<file path="src/rtl/mem_stage_split_if.sv">
// Bundle of EX->MS, data-SRAM response, MS->WB and forwarding signals around the MEM stage.
interface mem_stage_split_if;
    logic        es_to_ms_valid;
    logic        ms_allowin;
    logic [31:0] es_pc;
    logic [31:0] es_alu_result;
    logic [4:0]  es_dest;
    logic        es_gr_we;
    logic [31:0] es_rt_value;
    logic [2:0]  es_ld_op;
    logic        es_mem_req;
    logic        flush;
    logic        data_sram_data_ok;
    logic [31:0] data_sram_rdata;
    logic        ws_allowin;
    logic        ms_to_ws_valid;
    logic [31:0] ms_pc;
    logic [4:0]  ms_dest;
    logic        ms_gr_we;
    logic [31:0] ms_final_result;
    logic        ms_fwd_valid;
    logic [4:0]  ms_fwd_dest;
    logic [31:0] ms_fwd_data;
    logic        ms_fwd_stall;

    modport master (
        output es_to_ms_valid, es_pc, es_alu_result, es_dest, es_gr_we, es_rt_value,
               es_ld_op, es_mem_req, flush, data_sram_data_ok, data_sram_rdata, ws_allowin,
        input  ms_allowin, ms_to_ws_valid, ms_pc, ms_dest, ms_gr_we, ms_final_result,
               ms_fwd_valid, ms_fwd_dest, ms_fwd_data, ms_fwd_stall
    );

    modport slave (
        input  es_to_ms_valid, es_pc, es_alu_result, es_dest, es_gr_we, es_rt_value,
               es_ld_op, es_mem_req, flush, data_sram_data_ok, data_sram_rdata, ws_allowin,
        output ms_allowin, ms_to_ws_valid, ms_pc, ms_dest, ms_gr_we, ms_final_result,
               ms_fwd_valid, ms_fwd_dest, ms_fwd_data, ms_fwd_stall
    );
endinterface

</file>
<file path="src/rtl/mem_stage_split.sv">
// MEM stage for a split-transaction data SRAM: buffers early responses, discards flushed ones.
// Define MS_UNALIGNED_LOAD_EN to enable the LWL/LWR merge; otherwise those ops behave as LW.
module mem_stage_split #(
    parameter int CANCEL_W = 2
) (
    input logic             clk,
    input logic             resetn,
    mem_stage_split_if.slave bus
);
    typedef enum logic [1:0] {S_EMPTY, S_WAIT, S_READY} state_e;

    localparam logic [CANCEL_W-1:0] CNT_MAX = '1;
    localparam logic [CANCEL_W-1:0] CNT_ONE = CANCEL_W'(1);

    state_e              state_q, state_d;
    logic [CANCEL_W-1:0] cancel_q, cancel_d;
    logic [31:0]         pc_q, alu_q, rbuf_q;
    logic [4:0]          dest_q;
    logic                gr_we_q;
    logic [2:0]          ld_op_q;
`ifdef MS_UNALIGNED_LOAD_EN
    logic [31:0]         rt_q;
`endif

    logic        in_wait, ms_valid, usable_ok, ready_go, allowin, accept, to_ws;
    logic [31:0] load_src, result;

`ifdef MS_UNALIGNED_LOAD_EN
    function automatic logic [31:0] load_align(input logic [2:0] op, input logic [1:0] a,
                                               input logic [31:0] rd, input logic [31:0] rt);
`else
    function automatic logic [31:0] load_align(input logic [2:0] op, input logic [1:0] a,
                                               input logic [31:0] rd);
`endif
        logic [15:0] h;
        logic [7:0]  b;
        logic [31:0] r;
        h = a[1] ? rd[31:16] : rd[15:0];
        b = rd[{a, 3'b000} +: 8];
        r = rd;
        case (op)
            3'd2: r = {{16{h[15]}}, h};
            3'd3: r = {16'h0000, h};
            3'd4: r = {{24{b[7]}}, b};
            3'd5: r = {24'h000000, b};
`ifdef MS_UNALIGNED_LOAD_EN
            3'd6: begin
                case (a)
                    2'd0:    r = {rd[7:0],  rt[23:0]};
                    2'd1:    r = {rd[15:0], rt[15:0]};
                    2'd2:    r = {rd[23:0], rt[7:0]};
                    default: r = rd;
                endcase
            end
            3'd7: begin
                case (a)
                    2'd0:    r = rd;
                    2'd1:    r = {rt[31:24], rd[31:8]};
                    2'd2:    r = {rt[31:16], rd[31:16]};
                    default: r = {rt[31:8],  rd[31:24]};
                endcase
            end
`endif
            default: r = rd;
        endcase
        return r;
    endfunction

    // A response only belongs to the resident load once every flushed response has drained.
    assign usable_ok = bus.data_sram_data_ok & (cancel_q == '0);
    assign in_wait   = (state_q == S_WAIT);
    assign ms_valid  = (state_q != S_EMPTY);
    assign ready_go  = (state_q == S_READY) | (in_wait & usable_ok);
    assign allowin   = (~ms_valid | (ready_go & bus.ws_allowin)) & (cancel_q != CNT_MAX);
    assign accept    = bus.es_to_ms_valid & allowin & ~bus.flush;
    assign to_ws     = ready_go & ~bus.flush;

    assign load_src = in_wait ? bus.data_sram_rdata : rbuf_q;
`ifdef MS_UNALIGNED_LOAD_EN
    assign result = (ld_op_q == 3'd0) ? alu_q : load_align(ld_op_q, alu_q[1:0], load_src, rt_q);
`else
    assign result = (ld_op_q == 3'd0) ? alu_q : load_align(ld_op_q, alu_q[1:0], load_src);
`endif

    assign bus.ms_allowin      = allowin;
    assign bus.ms_to_ws_valid  = to_ws;
    assign bus.ms_pc           = pc_q;
    assign bus.ms_dest         = dest_q;
    assign bus.ms_gr_we        = to_ws & gr_we_q;
    assign bus.ms_final_result = result;
    assign bus.ms_fwd_valid    = ms_valid & gr_we_q;
    assign bus.ms_fwd_dest     = dest_q;
    assign bus.ms_fwd_data     = result;
    assign bus.ms_fwd_stall    = in_wait & ~usable_ok;

    always_comb begin
        state_d  = state_q;
        cancel_d = cancel_q;
        if (bus.flush) begin
            state_d = S_EMPTY;
        end else if (accept) begin
            state_d = bus.es_mem_req ? S_WAIT : S_READY;
        end else if (ready_go & bus.ws_allowin) begin
            state_d = S_EMPTY;
        end else if (in_wait & usable_ok) begin
            state_d = S_READY;
        end
        // Every request killed by a flush still owes one response that must be swallowed.
        if (bus.flush & in_wait & ~usable_ok) begin
            cancel_d = cancel_d + CNT_ONE;
        end
        if (bus.flush & bus.es_to_ms_valid & bus.es_mem_req) begin
            cancel_d = cancel_d + CNT_ONE;
        end
        if (bus.data_sram_data_ok & (cancel_q != '0)) begin
            cancel_d = cancel_d - CNT_ONE;
        end
    end

    always_ff @(posedge clk or negedge resetn) begin
        if (!resetn) begin
            state_q  <= S_EMPTY;
            cancel_q <= '0;
        end else begin
            state_q  <= state_d;
            cancel_q <= cancel_d;
        end
    end

    always_ff @(posedge clk or negedge resetn) begin
        if (!resetn) begin
            pc_q    <= '0;
            alu_q   <= '0;
            dest_q  <= '0;
            gr_we_q <= 1'b0;
            ld_op_q <= '0;
            rbuf_q  <= '0;
`ifdef MS_UNALIGNED_LOAD_EN
            rt_q    <= '0;
`endif
        end else begin
            if (accept) begin
                pc_q    <= bus.es_pc;
                alu_q   <= bus.es_alu_result;
                dest_q  <= bus.es_dest;
                gr_we_q <= bus.es_gr_we;
                ld_op_q <= bus.es_ld_op;
`ifdef MS_UNALIGNED_LOAD_EN
                rt_q    <= bus.es_rt_value;
`endif
            end
            if (in_wait & usable_ok) begin
                rbuf_q <= bus.data_sram_rdata;
            end
        end
    end
endmodule

</file>
<file path="src/flat_wrapper.sv">
// flat-port wrapper written by rule: the top's interface ports become plain ports
module mem_stage_split_flat 
#(
    parameter int CANCEL_W = 2
)
  (clk, resetn, bus_es_to_ms_valid, bus_es_pc, bus_es_alu_result, bus_es_dest, bus_es_gr_we, bus_es_rt_value, bus_es_ld_op, bus_es_mem_req, bus_flush, bus_data_sram_data_ok, bus_data_sram_rdata, bus_ws_allowin, bus_ms_allowin, bus_ms_to_ws_valid, bus_ms_pc, bus_ms_dest, bus_ms_gr_we, bus_ms_final_result, bus_ms_fwd_valid, bus_ms_fwd_dest, bus_ms_fwd_data, bus_ms_fwd_stall);
  mem_stage_split_if bus_i ();
  input logic clk;
  input logic resetn;
  input wire logic [$bits(bus_i.es_to_ms_valid)-1:0] bus_es_to_ms_valid;
  input wire logic [$bits(bus_i.es_pc)-1:0] bus_es_pc;
  input wire logic [$bits(bus_i.es_alu_result)-1:0] bus_es_alu_result;
  input wire logic [$bits(bus_i.es_dest)-1:0] bus_es_dest;
  input wire logic [$bits(bus_i.es_gr_we)-1:0] bus_es_gr_we;
  input wire logic [$bits(bus_i.es_rt_value)-1:0] bus_es_rt_value;
  input wire logic [$bits(bus_i.es_ld_op)-1:0] bus_es_ld_op;
  input wire logic [$bits(bus_i.es_mem_req)-1:0] bus_es_mem_req;
  input wire logic [$bits(bus_i.flush)-1:0] bus_flush;
  input wire logic [$bits(bus_i.data_sram_data_ok)-1:0] bus_data_sram_data_ok;
  input wire logic [$bits(bus_i.data_sram_rdata)-1:0] bus_data_sram_rdata;
  input wire logic [$bits(bus_i.ws_allowin)-1:0] bus_ws_allowin;
  output wire logic [$bits(bus_i.ms_allowin)-1:0] bus_ms_allowin;
  output wire logic [$bits(bus_i.ms_to_ws_valid)-1:0] bus_ms_to_ws_valid;
  output wire logic [$bits(bus_i.ms_pc)-1:0] bus_ms_pc;
  output wire logic [$bits(bus_i.ms_dest)-1:0] bus_ms_dest;
  output wire logic [$bits(bus_i.ms_gr_we)-1:0] bus_ms_gr_we;
  output wire logic [$bits(bus_i.ms_final_result)-1:0] bus_ms_final_result;
  output wire logic [$bits(bus_i.ms_fwd_valid)-1:0] bus_ms_fwd_valid;
  output wire logic [$bits(bus_i.ms_fwd_dest)-1:0] bus_ms_fwd_dest;
  output wire logic [$bits(bus_i.ms_fwd_data)-1:0] bus_ms_fwd_data;
  output wire logic [$bits(bus_i.ms_fwd_stall)-1:0] bus_ms_fwd_stall;
  assign bus_i.es_to_ms_valid = bus_es_to_ms_valid;
  assign bus_i.es_pc = bus_es_pc;
  assign bus_i.es_alu_result = bus_es_alu_result;
  assign bus_i.es_dest = bus_es_dest;
  assign bus_i.es_gr_we = bus_es_gr_we;
  assign bus_i.es_rt_value = bus_es_rt_value;
  assign bus_i.es_ld_op = bus_es_ld_op;
  assign bus_i.es_mem_req = bus_es_mem_req;
  assign bus_i.flush = bus_flush;
  assign bus_i.data_sram_data_ok = bus_data_sram_data_ok;
  assign bus_i.data_sram_rdata = bus_data_sram_rdata;
  assign bus_i.ws_allowin = bus_ws_allowin;
  assign bus_ms_allowin = bus_i.ms_allowin;
  assign bus_ms_to_ws_valid = bus_i.ms_to_ws_valid;
  assign bus_ms_pc = bus_i.ms_pc;
  assign bus_ms_dest = bus_i.ms_dest;
  assign bus_ms_gr_we = bus_i.ms_gr_we;
  assign bus_ms_final_result = bus_i.ms_final_result;
  assign bus_ms_fwd_valid = bus_i.ms_fwd_valid;
  assign bus_ms_fwd_dest = bus_i.ms_fwd_dest;
  assign bus_ms_fwd_data = bus_i.ms_fwd_data;
  assign bus_ms_fwd_stall = bus_i.ms_fwd_stall;
  mem_stage_split #(.CANCEL_W(CANCEL_W)) u_core (.clk(clk), .resetn(resetn), .bus(bus_i));
endmodule
</file>
<file path="config.mk">
export PLATFORM = sky130hd
export DESIGN_NAME = mem_stage_split_flat
export DESIGN_NICKNAME = d
export VERILOG_FILES = /design/src/rtl/mem_stage_split_if.sv /design/src/rtl/mem_stage_split.sv /design/src/flat_wrapper.sv
export SDC_FILE = /design/constraint.sdc
export NUM_CORES = 1
export LEC_CHECK = 0
export BUFFER_PORTS_ARGS = -buffer_cell sky130_fd_sc_hd__buf_2
export CORE_MARGIN = 10
export CORE_UTILIZATION = 50
export CTS_BUF_LIST = sky130_fd_sc_hd__clkbuf_4 sky130_fd_sc_hd__clkbuf_8
export CTS_CLUSTER_DIAMETER = 100
export DETAILED_ROUTE_END_ITERATION = 7
export PLACE_DENSITY = 0.82
export SYNTH_ARGS = -nofsm -noshare
export SYNTH_HDL_FRONTEND = slang
export SYNTH_SLANG_ARGS = --single-unit
</file>
<file path="constraint.sdc">
create_clock -name clk -period 2.5 [get_ports clk]
set_input_delay 0.25 -clock clk [delete_from_list [all_inputs] [get_ports clk]]
set_output_delay 0.25 -clock clk [all_outputs]
set_load 0.1 [all_outputs]
</file>
==> flow_summary.json <==
{
  "track_usage_pct": 23.0,
  "cpMostUsedCell": "buf_6",
  "grt_pass1_wl_um": 31800,
  "r2r-end": "u_core.bus.ms_pc[7]",
  "drt-vias-per-instance": 5.51,
  "r2r_start": "u_core.cancel_q[0]",
  "dieArea_um2": 17400,
  "slew-limit-headroom_pct": 50.3,
  "synthCells": 515,
  "grt_max_degree": 57,
  "critical_path_buf_inv_count": 3,
  "cp-end-kind": "primary output",
  "num_io_pins": 255,
  "grt_overflow": 0,
  "status": "finished, violations left",
  "hold_class": "in2reg",
  "ys_seq_area_share_pct": 43.7,
  "drtIter0Drc": 319,
  "worstPathMaxFanout": 6,
  "final_antenna_net_count": 0,
  "dp_hpwl_um": 15300,
  "area_growth_pct": 56.4,
  "drc": 0,
  "hold_depth": 2,
  "start_kind": "flip-flop",
  "crit_required_ns": 2.25,
  "numPortBuffers": 222,
  "whs_endpoint": "u_core.bus.ms_pc[31]",
  "cp.arrival_ns": 2.57,
  "synthArstFlopShare_pct": 100,
  "cts_tree": "yes",
  "setup_viol": 64,
  "period_minus_slack_ns": 2.82,
  "rsz0062_at_grt": "true",
  "wirelength_um": 21500,
  "hold_violations": 0,
  "rows": 40,
  "stdcell_area_um2": 9760,
  "setup_ws_ns": -0.315,
  "synth_edf_count": 0,
  "fin_skew_ns": 0.0143,
  "synthDistinctLibCells": 49,
  "clk-insertion-delay-late_ns": 0.40,
  "synth_area_um2": 6240,
  "drt_first_pass_iters": 5,
  "grt_pass1_vias": 5597,
  "final_nets": 910,
  "htreeDepth": 3,
  "crit_path_top_delay_cell": "mux4_2",
  "ys.flop_type": "dfrtp_1",
  "timing.reg2reg.setup_slack_ns": 0.06,
  "place.gp.congestion": 0.841,
  "crit_family": "multiplexers",
  "vias": 5164,
  "cts.sinks": 109,
  "path_class": "reg2out",
  "violations": "setup timing",
  "cts_root_buffer": "clkbuf_8",
  "timing.final.crit_share_pct": 113,
  "post_drt_wl_per_cell_um": 22.9,
  "ys_ff_latch": 109,
  "max_stage_delay_ns": 0.51,
  "synth_warnings": 0,
  "die_x_um": 132,
  "die_h_um": 132,
  "path_clk_slew_ns": 0.11,
  "holdCritStartpoint": "bus_es_pc[31]",
  "max-cap-violations": 0,
  "dpl_cell_area_um2": 8660,
  "drive_gt1_share_pct": 67.1,
  "drv_slew": 0,
  "reg2reg_depth": 8,
  "start_util_pct": 51.5,
  "path_cells": "nor2b_4, buf_6, buf_6, mux4_2, nand2_2, o21ai_2, a221o_2, buf_12",
  "clock_path_buffers": 2,
  "antenna_found_initial": 1,
  "max_freq_ghz": 0.355,
  "synth_fp_nets": 661,
  "cts_buffers": 9,
  "core_um2": 12100,
  "utilization_pct": 80.6,
  "worstMarginPinSlew_ns": 0.746,
  "synth_area_per_cell_um2": 12.1
}
-- logic make-up after synthesis --
group / after synthesis / synth area share, %
buffers and inverters: 71 / 8.84
AND/OR/NAND/NOR: 107 / 7.74
AO/OA/AOI/OAI: 83 / 9.02
adder cells (fa/ha/maj): 2 / 0.401
multiplexers: 139 / 29.5
XOR/XNOR: 4 / 0.782
flip-flops: 109 / 43.7
-- worst max path at each step --
stage / from / endpoint / slack [ns] / depth (start not counted)
floorplan: u_core.state_q[0] / bus_ms_fwd_data[30] / -0.69 / 8
CTS: u_core.state_q[1] / bus_ms_fwd_data[27] / -0.32 / 8
detailed placement: u_core.state_q[0] / bus_ms_fwd_data[13] / -0.04 / 9
global route: u_core.state_q[1] / bus_ms_final_result[27] / -0.42 / 8
global placement: u_core.state_q[0] / bus_ms_final_result[13] / 0.02 / 9
finish: u_core.state_q[1] / bus_ms_fwd_data[4] / -0.32 / 8
-- through the flow --
stage          hold WS (ns)  setup TNS [ns]  instances  worst slack [ns]
4_1_cts              0.0612          -14.51        924            -0.322
6_report             0.0743          -14.28        938            -0.315
3_5_place_dp          0.350          -0.150        889           -0.0394
5_1_grt              0.0643          -20.82        938            -0.418
3_3_place_gp          0.333               0        889            0.0168
2_1_floorplan       -0.0456          -15.49        515            -0.691
-- layer usage --
| metal | up-vias | GRT usage [%] | part of all wire, % |
|---|---|---|---|
| met5 | - | 0 | 0 |
| met4 | 0 | 8.59 | 2.5 |
| met3 | 32 | 5.53 | 5.6 |
| met2 | 202 | 40.3 | 52 |
| met1 | 2617 | 26.5 | 39 |
| li1 | 2313 | - | - |
-- sequential cells by signal, indices dropped and copies added (netlist names) --
signal	flops
u_core.state_q	2
u_core.gr_we_q	1
u_core.bus.ms_dest	5
u_core.cancel_q	2
u_core.ld_op_q	3
u_core.bus.ms_pc	32
u_core.alu_q	32
u_core.rbuf_q	32
-- cell usage after synthesis (all sizes together), types with 3 or more instances --
master | n | area [um2]
inv | 3 | 11.3
nand2 | 47 | 176
nor3 | 7 | 40.0
mux2 | 111 | 1510
nor2 | 29 | 109
a21oi | 21 | 105
mux4 | 4 | 90.1
o221ai | 3 | 26.3
a221o | 5 | 50.1
nor2b | 5 | 31.3
buf | 53 | 484
o22ai | 3 | 18.8
a22oi | 3 | 22.5
xnor2 | 3 | 26.3
clkbuf | 15 | 56.3
a31oi | 6 | 37.5
a311oi | 6 | 52.6
dfrtp | 109 | 2730
mux2i | 24 | 240
nand2b | 5 | 31.3
a211oi | 9 | 67.6
and2 | 3 | 18.8
and3 | 4 | 25.0
o21ai | 14 | 70.1
-- timing repair --
action | in CTS | in global routing
pin swaps | 19 | 15
gates cloned | 0 | 6
setup endpoints to repair | 64 | 137
resized for setup | 110 | 35
buffers inserted | 18 | 9
hold endpoints to repair | 54 | 0
hold buffers | 1 | 0
-- worst register-to-register path: stages, from the launching register on --
cell and delay [ns]:
dfrtp_1 0.43, inv_2 0.11, ha_4 0.18, nand4b_1 0.12
o21a_1 0.14, or3b_4 0.41, or2_4 0.39, clkbuf_16 0.24
mux2_4 0.30
-- layout make-up --
| cell class | instances | area, um2 |
|---|---|---|
| inverters | 3 | 11.3 |
| clock buffers | 10 | 138 |
| multi-input cells | 335 | 3630 |
| repair buffers | 306 | 2990 |
| flip-flops and latches | 109 | 2730 |
| diodes | 1 | 2.50 |
| clock inverters | 6 | 47.5 |
| well taps | 168 | 210 |
| fillers | 688 | 2350 |
-- cells in the final DEF, fill, tap and decap left out, types with 16 or more instances in the layout --
cell type	netlist	routed
mux2_2	40	37
buf_2	4	155
buf_4	38	56
a21oi_1	21	16
nand2_1	47	40
mux2_4	70	74
nor2_1	29	28
mux2i_1	24	16
dfrtp_1	109	107
buf_12	8	72
Power is not shown: default switching activity piles up to over one toggle a cycle in this logic, so the estimate is an artifact.
